$ cat src/rtl/video_fill_pkg.sv
// Shared types and frame geometry for the rectangle fill engine.
package video_fill_pkg;

  localparam int DEF_H_RES = 640;
  localparam int DEF_V_RES = 480;
  localparam int XW = $clog2(DEF_H_RES);
  localparam int YW = $clog2(DEF_V_RES);

  typedef enum logic [1:0] {
    IDLE  = 2'd0,
    SETUP = 2'd1,
    WRITE = 2'd2,
    DONE  = 2'd3
  } state_t;

endpackage

$ cat src/rtl/video_rect_fill.sv
// Solid-rectangle fill engine: one Avalon-MM word write per pixel, row-major.
// Define VIDEO_RECT_FILL_CLIP_EN to clip rectangles to the visible frame.
module video_rect_fill
  import video_fill_pkg::*;
#(
  parameter int AVN_AW = 19,
  parameter int AVN_DW = 16,
  parameter int H_RES  = DEF_H_RES,
  parameter int V_RES  = DEF_V_RES
) (
  input  logic                  sys_clk,
  input  logic                  sys_rst,
  input  logic                  cmd_valid,
  output logic                  cmd_ready,
  input  logic [XW-1:0]         cmd_x0,
  input  logic [XW-1:0]         cmd_x1,
  input  logic [YW-1:0]         cmd_y0,
  input  logic [YW-1:0]         cmd_y1,
  input  logic [AVN_DW-1:0]     cmd_color,
  output logic                  busy,
  output logic                  done,
  output logic                  framebuffer_avn_write,
  output logic                  framebuffer_avn_read,
  output logic [AVN_AW-1:0]     framebuffer_avn_address,
  output logic [AVN_DW-1:0]     framebuffer_avn_writedata,
  output logic [AVN_DW/8-1:0]   framebuffer_avn_byteenable,
  input  logic                  framebuffer_avn_waitrequest
);

  localparam logic [AVN_AW-1:0] H_STEP = AVN_AW'(H_RES);
`ifdef VIDEO_RECT_FILL_CLIP_EN
  localparam logic [XW-1:0] X_MAX = XW'(H_RES - 1);
  localparam logic [YW-1:0] Y_MAX = YW'(V_RES - 1);
`endif

  state_t              state_q, state_nxt;
  logic [XW-1:0]       x0_q, x1_q, x_q, x0_nxt, x1_nxt, x_nxt;
  logic [YW-1:0]       y0_q, y1_q, y_q, y0_nxt, y1_nxt, y_nxt;
  logic [AVN_AW-1:0]   row_base_q, row_base_nxt, addr_q, addr_nxt;
  logic [AVN_DW-1:0]   color_q, color_nxt;
  logic [AVN_AW-1:0]   base0;
  logic [XW-1:0]       x1_eff;
  logic [YW-1:0]       y1_eff;
  logic                skip;

  assign base0 = AVN_AW'(y0_q) * H_STEP;

  always_ff @(posedge sys_clk or posedge sys_rst) begin
    if (sys_rst) begin
      state_q    <= IDLE;
      x0_q       <= '0;
      x1_q       <= '0;
      x_q        <= '0;
      y0_q       <= '0;
      y1_q       <= '0;
      y_q        <= '0;
      row_base_q <= '0;
      addr_q     <= '0;
      color_q    <= '0;
    end else begin
      state_q    <= state_nxt;
      x0_q       <= x0_nxt;
      x1_q       <= x1_nxt;
      x_q        <= x_nxt;
      y0_q       <= y0_nxt;
      y1_q       <= y1_nxt;
      y_q        <= y_nxt;
      row_base_q <= row_base_nxt;
      addr_q     <= addr_nxt;
      color_q    <= color_nxt;
    end
  end

  always_comb begin
    state_nxt    = state_q;
    x0_nxt       = x0_q;
    x1_nxt       = x1_q;
    x_nxt        = x_q;
    y0_nxt       = y0_q;
    y1_nxt       = y1_q;
    y_nxt        = y_q;
    row_base_nxt = row_base_q;
    addr_nxt     = addr_q;
    color_nxt    = color_q;
    x1_eff       = x1_q;
    y1_eff       = y1_q;
    skip         = 1'b0;

    unique case (state_q)
      IDLE: begin
        if (cmd_valid) begin
          x0_nxt    = cmd_x0;
          x1_nxt    = cmd_x1;
          y0_nxt    = cmd_y0;
          y1_nxt    = cmd_y1;
          color_nxt = cmd_color;
          state_nxt = SETUP;
        end
      end
      SETUP: begin
`ifdef VIDEO_RECT_FILL_CLIP_EN
        if (x1_q > X_MAX) x1_eff = X_MAX;
        if (y1_q > Y_MAX) y1_eff = Y_MAX;
        skip = (x0_q > X_MAX) || (y0_q > Y_MAX);
`endif
        // Store the clamped corner so the WRITE-state end tests see it.
        x1_nxt = x1_eff;
        y1_nxt = y1_eff;
        if (skip || (x0_q > x1_eff) || (y0_q > y1_eff)) begin
          state_nxt = DONE;
        end else begin
          row_base_nxt = base0;
          addr_nxt     = base0 + AVN_AW'(x0_q);
          x_nxt        = x0_q;
          y_nxt        = y0_q;
          state_nxt    = WRITE;
        end
      end
      WRITE: begin
        if (!framebuffer_avn_waitrequest) begin
          if ((x_q == x1_q) && (y_q == y1_q)) begin
            state_nxt = DONE;
          end else if (x_q == x1_q) begin
            x_nxt        = x0_q;
            y_nxt        = y_q + 1'b1;
            row_base_nxt = row_base_q + H_STEP;
            addr_nxt     = row_base_q + H_STEP + AVN_AW'(x0_q);
          end else begin
            x_nxt    = x_q + 1'b1;
            addr_nxt = addr_q + 1'b1;
          end
        end
      end
      DONE: state_nxt = IDLE;
      default: state_nxt = IDLE;
    endcase
  end

  assign cmd_ready                  = (state_q == IDLE);
  assign busy                       = (state_q != IDLE);
  assign done                       = (state_q == DONE);
  assign framebuffer_avn_write      = (state_q == WRITE);
  assign framebuffer_avn_read       = 1'b0;
  assign framebuffer_avn_address    = addr_q;
  assign framebuffer_avn_writedata  = color_q;
  assign framebuffer_avn_byteenable = '1;

endmodule

$ cat config.mk
export PLATFORM = sky130hd
export DESIGN_NAME = video_rect_fill
export DESIGN_NICKNAME = d
export VERILOG_FILES = /design/src/rtl/video_fill_pkg.sv /design/src/rtl/video_rect_fill.sv
export SDC_FILE = /design/constraint.sdc
export NUM_CORES = 1
export LEC_CHECK = 0
export CORE_AREA = 2 2 132 134
export DETAILED_ROUTE_END_ITERATION = 10
export DIE_AREA = 0 0 134 136
export HOLD_SLACK_MARGIN = 0.02
export PLACE_DENSITY = 0.71
export SYNTH_ARGS = -nofsm -noshare
export SYNTH_HDL_FRONTEND = slang
export SYNTH_SLANG_ARGS = --single-unit
$ cat constraint.sdc
create_clock -name sys_clk -period 6.1 [get_ports sys_clk]
set_input_delay 0.61 -clock sys_clk [delete_from_list [all_inputs] [get_ports sys_clk]]
set_output_delay 0.61 -clock sys_clk [all_outputs]
set_load 0.005 [all_outputs]
Yosys cells after proc, flatten, opt, wreduce, memory -nomap -nowiden
Index checks and enable logic that the tools add are counted.
Widths: inputs -> output; s select.
- word-level logic and storage cells: 64
- bits in writable memories: 0
- register bits after elaboration: 113
- input port bits: 58
- ROM bits: 0
- memories: 0
- latch bits: 0
- reduce and logical (&&, ||, !) cells: 9
- bitwise gates (word level): 0
- div/mod/pow operators: 0
- equality and inequality tests: 11
- $add $sub $neg: 6
- multiplexer cells: 25
- shift-type cells: 0
- $lt $le $gt $ge: 2
- multiply operators: 1
- operator list (cell ; number):
    $mux 19 ; 8
    $pmux 19 s2 ; 2
    $mux 10 ; 4
    $add 19x10->19 ; 2
    $mux 9 ; 4
    $pmux 10 s2 ; 1
    $add 19x1->19 const B ; 1
    $add 19x10->19 const B ; 1
    $pmux 9 s2 ; 1
    $mul 9x3->12 const B ; 1
    $add 10x1->10 const B ; 1
    $eq 10x10->1 ; 1
    $gt 10x10->1 ; 1
    $add 9x1->9 const B ; 1
    $eq 9x9->1 ; 1
    $gt 9x9->1 ; 1
    $ne 2x2->1 const B ; 4
    $pmux 2 s4 ; 1
    $mux 2 ; 3
    $reduce_and 5->1 ; 1
    $eq 2x2->1 const B ; 2
    $ne 2x1->1 const B ; 2
    $reduce_and 4->1 ; 1
    $reduce_bool 2->1 ; 2
    7 further kinds ; 7

Depth between registers and ports, before layout
Gate-level depths: netlist (run 1).
- word-level depth: 6
- mapped depth: 12
- gate-level depth less buffers: 10

Worst setup path after synthesis (run 1)
No wires, ideal clock.
- path type: reg-to-reg
- from: reg y0_q[3]
- to: reg addr_q[17], in the netlist framebuffer_avn_address[17]
- stages on the path, launching flop included: 11
- path slack: 3151 ps
- clock period less this slack: 2949 ps
- arrival: 2815 ps
- buffers on the path: 0
- path through: dfrtp_1 > ha_1 > ha_1 > fa_1 > a211oi_1 > o21ai_0 > a221oi_1 > nand2_1 > or2_2 > xnor2_1 > o221ai_2
- longest elaborated chain between the ends: 4
- elaborated cells on any way between the ends: 8
- classes of those cells: add/sub (1); mul (1); order compare (1); eq/ne (1); mux (2); reduce/logical (2)
- ends and longest elaborated chain (what ; line ; source):
    from (decl) ; video_rect_fill.sv:38 ; logic [YW-1:0] y0_q, y1_q, y_q, y0_nxt, y1_nxt, y_nxt;
    from (signal assigned) ; video_rect_fill.sv:65 ; y0_q <= y0_nxt;
    $mul 9x3->12 / $gt 9x9->1 (equally long branches) ; video_rect_fill.sv:46, video_rect_fill.sv:109 ;
    $add 19x10->19 / $logic_or 1x1->1 (equally long branches) ; video_rect_fill.sv:113, video_rect_fill.sv:109 ;
    $mux 19 / $ne 2x2->1 (equally long branches) ; -- ;
    $pmux 19 s2 / $reduce_and 4->1 (equally long branches) ; -- ;
    to (signal assigned) ; video_rect_fill.sv:69 ; addr_q <= addr_nxt;
    to (decl) ; video_rect_fill.sv:39 ; logic [AVN_AW-1:0] row_base_q, row_base_nxt, addr_q, addr_nxt;
Several ways; a longest one is shown, not always the timed one. The select of a mux whose other input is x is not followed.
A chain may end at the register's enable or synchronous reset.

Worst setup path after layout (run 1)
- from: reg x_q[6]
- to: reg y_q[0]
- longest elaborated chain between the ends: 4
- elaborated cells on any way between the ends: 5
- classes of those cells: eq/ne (3); reduce/logical (2)
- ends and longest elaborated chain (what ; line ; source):
    from (decl) ; video_rect_fill.sv:37 ; logic [XW-1:0] x0_q, x1_q, x_q, x0_nxt, x1_nxt, x_nxt;
    from (signal assigned) ; video_rect_fill.sv:64 ; x_q <= x_nxt;
    $eq 10x10->1 * ; video_rect_fill.sv:121, video_rect_fill.sv:123 ;
    $logic_and 1x1->1 ; video_rect_fill.sv:121 ; if ((x_q == x1_q) && (y_q == y1_q)) begin
    $ne 2x2->1 (no source line) ; -- ;
    $reduce_and 5->1 (no source line) * ; -- ;
    to (signal assigned) ; video_rect_fill.sv:67 ; y_q <= y_nxt;
    to (decl) ; video_rect_fill.sv:38 ;
Every way passes the cells marked *; elsewhere a longest branch is shown, timed or not.

==> reports/metrics.yaml, run 1 <==
finalSetupViolations: 0
grt_use_met2: 0.303
yosysTopAreaCellShare: 0.359
grt_pass1_wl_um: 29100
max_freq_mhz: 271
synth_area_leaders: "dfrtp_1 36%, mux2_2 8.8%, ha_1 8.1%"
crit_path_start_kind: "flop"
seq_area_mm2: 0.00265
grt_usage: 0.198
port_buffers: 96
place_inst: 1078
postSynth.asyncResetShare: 1.00
clk_path_buf_depth: 2
dieWidth_um: 134
coreArea_mm2: 0.0169
cts_tree: "built"
multi_input_area_mm2: 0.00437
synthToLayoutAreaGrowth_pct: 18.2
crit_end: "y_q[0]"
htreeDepth: 3
r2r_slack_ps: 2410
cts_setup_buffers: 0
rsz0062_at_grt: "false"
yosys_warnings: 0
hold_buffers: 0
maxSlewHeadroom: 0.278
worstPathArrival_ps: 3940
status: "finished, final reports clean"
tns_ps: 0
critPathMaxFanout: 38
synth_cell_types: 67
clk_pin_slew_ps: 80
layout_common_cells: "106 x dfrtp_1, 96 x clkdlybuf4s50_1, 65 x nand2_1"
antenna_found_initial: 0
dieArea_mm2: 0.0182
use_met3: 0.0332
ioPinCount: 100
dp_hpwl_um: 12700
num_vias: 6153
die_height_um: 136
via_per_inst: 5.62
wl_per_cell_um: 16.1
insertion_delay_ps: 360
clock_power_share: 0.102
start_util: 0.438
layout_worst_path_cycle_share: 0.605
use_met1: 0.285
cts.repair.resized: 0
p_int_mw: 2.98
first_pass_iters: 5
reg2reg_to: "y_q[0]"
grt_start_max_net_pins: 56
swShare: 0.472
fin_util: 0.517
crit_required_ps: 6340
route.detailed.drc: 0
wirelength_um: 17600
std_cell_rows: 48
critPathCaptureType: "flop"
grt.busiest_layer: "met2"
drt_iter0_markers: 407
nFillCells: 1528
synth_edf_count: 0
p_comb_frac: 0.618
syn_area_per_cell_um2: 9.29
power_density_mw_per_mm2: 647
min_path_type: "flop to flop"
syn-instance-count: 795
yosysSeqAreaShare: 0.359
power_frac_seq: 0.280
place_congestion: 0.892
ant_nets: 0
cts_root_buf: "clkbuf_16"
drive_gt1_frac: 0.113
cts_sinks: 106
path_class: "flop to flop"
p_leak_nw: 3.69
hold_viol: 0
cp-startpoint: "x_q[6]"
grt_overflow_total: 0
numCtsBuffers: 9
layout.cells.non_filler: 1094
ir_worst_vdd_v: 0.000475
cap_violations: 0
yosys.area.top_type: "dfrtp_1"
netlist_area_mm2: 0.00738
regToRegStartpoint: "x_q[6]"
ff2ff_path_depth: 8
grt_pass1_vias: 5722
final_nets: 972
post-route-min-period_ps: 3690
synth-main-ff-cell: "dfrtp_1"
maxSlewViolCount: 0
synth_seq_cells: 106
antenna_cells: 0
fin_skew_ps: 7.96
netSwitchingPower_mw: 2.67
layout_commonest_cell: "dfrtp_1"
worst_slew_pin_slew_ps: 1080
## how the worst min path moves through the flow
stage | startpoint | end | slack [ps] | depth (start not counted)
6_report | framebuffer_avn_writedata[2] | framebuffer_avn_writedata[2] | 510 | 1
5_1_grt | framebuffer_avn_writedata[14] | framebuffer_avn_writedata[14] | 520 | 1
4_1_cts | framebuffer_avn_writedata[15] | framebuffer_avn_writedata[15] | 510 | 1
3_5_place_dp | framebuffer_avn_writedata[15] | framebuffer_avn_writedata[15] | 490 | 1
3_3_place_gp | framebuffer_avn_writedata[14] | framebuffer_avn_writedata[14] | 490 | 1
2_1_floorplan | row_base_q[18] | row_base_q[18] | 470 | 1
## cell usage after synthesis (4+ instances only)
| master | count |
|---|---|
| dfrtp_1 | 106 |
| nand2_1 | 66 |
| o21ai_0 | 59 |
| mux2_2 | 58 |
| nor2_1 | 54 |
| ha_1 | 48 |
| a21oi_1 | 41 |
| inv_1 | 39 |
| nand3_1 | 39 |
| xor2_1 | 34 |
| xnor2_1 | 25 |
| clkbuf_1 | 18 |
| buf_2 | 13 |
| a211oi_1 | 12 |
| mux2i_1 | 10 |
| nor3_1 | 10 |
| nor4_1 | 10 |
| a31oi_1 | 9 |
| nand4_1 | 9 |
| o211ai_1 | 9 |
| a211o_1 | 8 |
| a2bb2oi_1 | 8 |
| buf_4 | 8 |
| a21o_1 | 6 |
| and2_1 | 6 |
| and4_1 | 6 |
| o31ai_1 | 5 |
| or2_2 | 5 |
| or3_1 | 5 |
| and3_1 | 4 |
| nand2b_1 | 4 |
| nor3b_1 | 4 |
| o2111ai_1 | 4 |
| o21a_1 | 4 |
## critical path, stage by stage (launching register included)
cell,delay (ps)
dfrtp_1,430
xor2_1,170
nor4_2,370
nand3_2,660
nand2_1,990
nand4_1,170
buf_4,310
a21o_1,200
mux2_2,260
## logic make-up after synthesis
kind of cell	synth area share
compound gates	0.166
buf+inv	0.0505
flops	0.359
xor+xnor	0.0700
mux	0.102
other cells	0.00102
fa+ha+maj	0.0868
simple gates	0.165
## metal layers
| metal | wire length [um] | up-vias |
|---|---|---|
| li1 | - | 3019 |
| met1 | 8560 | 2938 |
| met2 | 7920 | 177 |
| met3 | 902 | 19 |
| met4 | 250 | 0 |
| met5 | 0 | - |
## cell type report
cell class                 instances  share of cell area
sequential                       106               0.304
multi-input combinational        608               0.501
clock inverter                     7             0.00688
tap                              225              0.0322
clock buffer                       9              0.0258
inverter                          39              0.0171
timing repair buffer             100               0.113
## power groups by stage
stage                     clock [mW]  combinational [mW]  sequential [mW]
after floorplan                    0                2.67             1.41
after global placement             0                3.40             1.57
after detailed placement           0                3.45             1.59
after CTS                      0.589                3.49             1.58
after global routing           0.616                3.88             1.65
final                          0.578                3.49             1.58
## flip-flops by register name (all words and copies together) (netlist names)
name and cells:
x_q 10, state_q 2, framebuffer_avn_writedata 16, y0_q 9
x1_eff 10, framebuffer_avn_address 19, row_base_q 12, y_q 9
y1_eff 9, x0_q 10
## per-stage QoR
step	worst slack, ps	cell area, um^2	power (mW)	hold WS [ps]
final	2410	8730	5.65	508
after global placement	2530	8450	4.97	486
after detailed placement	2420	8450	5.04	492
after CTS	2390	8730	5.65	511
after floorplan	2700	7390	4.08	469
after global routing	2080	8730	6.15	520
Note: power is estimated with default switching activity, not from simulation.
==> inputs of run 2 (changes only) <==
- clock period: 6.1 -> 3.4 ns (I/O delays scaled with it)
==> run 2 against run 1 <==
Register-to-register slack worse by 2100 ps. Sequential share of layout area is 0.42 points lower. Worst hold slack worse by 57 ps. Sequential power is 79% higher. Routed wire length is 2.4% higher. Utilization is 0.73 points higher. Final cell count is 1.1% higher. Worst setup slack worse by 2100 ps. Clock skew is 0.64 ps higher. Global-route usage is 0.75 points higher. Fmax is 18% higher.
==> reports/metrics.yaml, run 2 (synthesis results as in run 1) <==
cp-startpoint: "y0_q[3]"
layout_common_cells: "106 x dfrtp_1, 96 x clkdlybuf4s50_1, 65 x nand2_1"
p_leak_nw: 3.77
regToRegStartpoint: "y0_q[3]"
crit_top_cell: "ha_1"
crit_end: "framebuffer_avn_address[17]"
coreArea_mm2: 0.0169
ioPinCount: 100
dp_hpwl_um: 13500
first_pass_iters: 5
fin_skew_ps: 8.60
worstPathArrival_ps: 3370
hold_viol: 0
dieWidth_um: 134
clk_pin_slew_ps: 70
maxSlewHeadroom: 0.500
status: "finished, final reports clean"
dieArea_mm2: 0.0182
place_inst: 1090
ant_nets: 0
finalSetupViolations: 0
slowest_stage: "dfrtp_1"
drive_gt1_frac: 0.126
grt_pass1_vias: 5879
wl_per_cell_um: 16.3
route.detailed.drc: 0
place_congestion: 0.896
grt_overflow_total: 0
final_nets: 984
cts_root_buf: "clkbuf_16"
cap_violations: 0
crit_path_start_kind: "flop"
cpPeakStageDelay_ps: 450
num_vias: 6147
drt_iter0_markers: 363
htreeDepth: 3
max_freq_mhz: 319
cts_sinks: 106
numCtsBuffers: 9
antenna_cells: 0
largest_reg_flops: 19
clk_path_buf_depth: 2
tns_ps: 0
reg2reg_to: "framebuffer_avn_address[17]"
min_path_type: "input pin to asynchronous set/reset pin"
port_buffers: 96
layout_commonest_cell: "dfrtp_1"
whs_ps: 451
layout_worst_path_cycle_share: 0.922
via_per_inst: 5.56
layout.cells.non_filler: 1106
synthToLayoutAreaGrowth_pct: 19.9
post-route-min-period_ps: 3140
hold_buffers: 0
crit_required_ps: 3640
worst_slew_pin_slew_ps: 747
grt_pass1_wl_um: 29900
critPathCaptureType: "flop"
finalInstanceArea_mm2: 0.00885
grt_usage: 0.205
start_util: 0.438
ir_worst_vdd_v: 0.000563
std_cell_rows: 48
p_total_mw: 10.3
rsz0062_at_grt: "false"
wirelength_um: 18100
power_density_mw_per_mm2: 1170
dpl_cell_area_mm2: 0.00854
die_height_um: 136
ff2ff_path_depth: 10
maxSlewViolCount: 0
critPathMaxFanout: 5
path_class: "flop to flop"
antenna_found_initial: 0
insertion_delay_ps: 370
crit_chain: "ha_1 -> ha_1 -> fa_1 -> a211oi_1 -> o21ai_0 -> a221oi_1 -> nand2_1 -> or2_2 -> xnor2_1 -> o221ai_2"
r2r_slack_ps: 260
cts_tree: "built"
grt_start_max_net_pins: 57
## run 2: report_power, final
| group | total, mW | switching [mW] | internal (mW) | leakage (nW) |
|---|---|---|---|---|
| Combinational | 6.38 | 3.37 | 3.01 | 2.35 |
| Sequential | 2.83 | 0.903 | 1.93 | 1.26 |
| Clock | 1.11 | 0.512 | 0.601 | 0.155 |
| Total | 10.3 | 4.78 | 5.54 | 3.77 |
## run 2: routing by layer
metal | track usage | wire [um] | vias to the layer above
met4 | 0.0579 | 237 | 0
met3 | 0.0451 | 1130 | 20
met5 | 0 | 0 | -
met2 | 0.324 | 8140 | 185
li1 | - | - | 3021
met1 | 0.285 | 8540 | 2921
## run 2: worst min-delay path by stage
| stage | start | end | slack (ps) | cells past startpoint |
|---|---|---|---|---|
| floorplan | row_base_q[18] | row_base_q[18] | 470 | 1 |
| global placement | row_base_q[18] | row_base_q[18] | 480 | 1 |
| detailed placement | row_base_q[18] | row_base_q[18] | 490 | 1 |
| CTS | sys_rst | framebuffer_avn_writedata[7] | 490 | 2 |
| global route | framebuffer_avn_writedata[0] | framebuffer_avn_writedata[0] | 520 | 1 |
| finish | sys_rst | x0_q[7] | 450 | 2 |
## run 2: metrics by stage
step           worst slack (ps)   util
2_1_floorplan               271      -
3_3_place_gp                390  0.506
3_5_place_dp                256  0.506
4_1_cts                     244  0.524
5_1_grt                    15.8  0.525
6_report                    264  0.525
## run 2: what timing repair did
action,4_1_cts,5_1_grt
buffers inserted,0,0
gates resized for setup,0,1
endpoints found under the setup margin,0,1
## run 2: worst max-delay path: cells and delay by family (launching register included)
family / cells / cell delay, ps
AOI/OAI and AO/OA: 4 / 950
xor gates and xnor gates: 1 / 220
adders and majority gates: 3 / 990
DFF: 1 / 450
and+or+nand+nor: 2 / 410
## run 2: cell type report
class                           count  area (um^2)
Tap cell                          225          282
Clock inverter                      6         72.6
Sequential cell                   106         2650
Fill cell                        1514         8020
Multi-Input combinational cell    608         4380
Inverter                           39          149
Timing Repair Buffer              112         1080
Clock buffer                       10          239
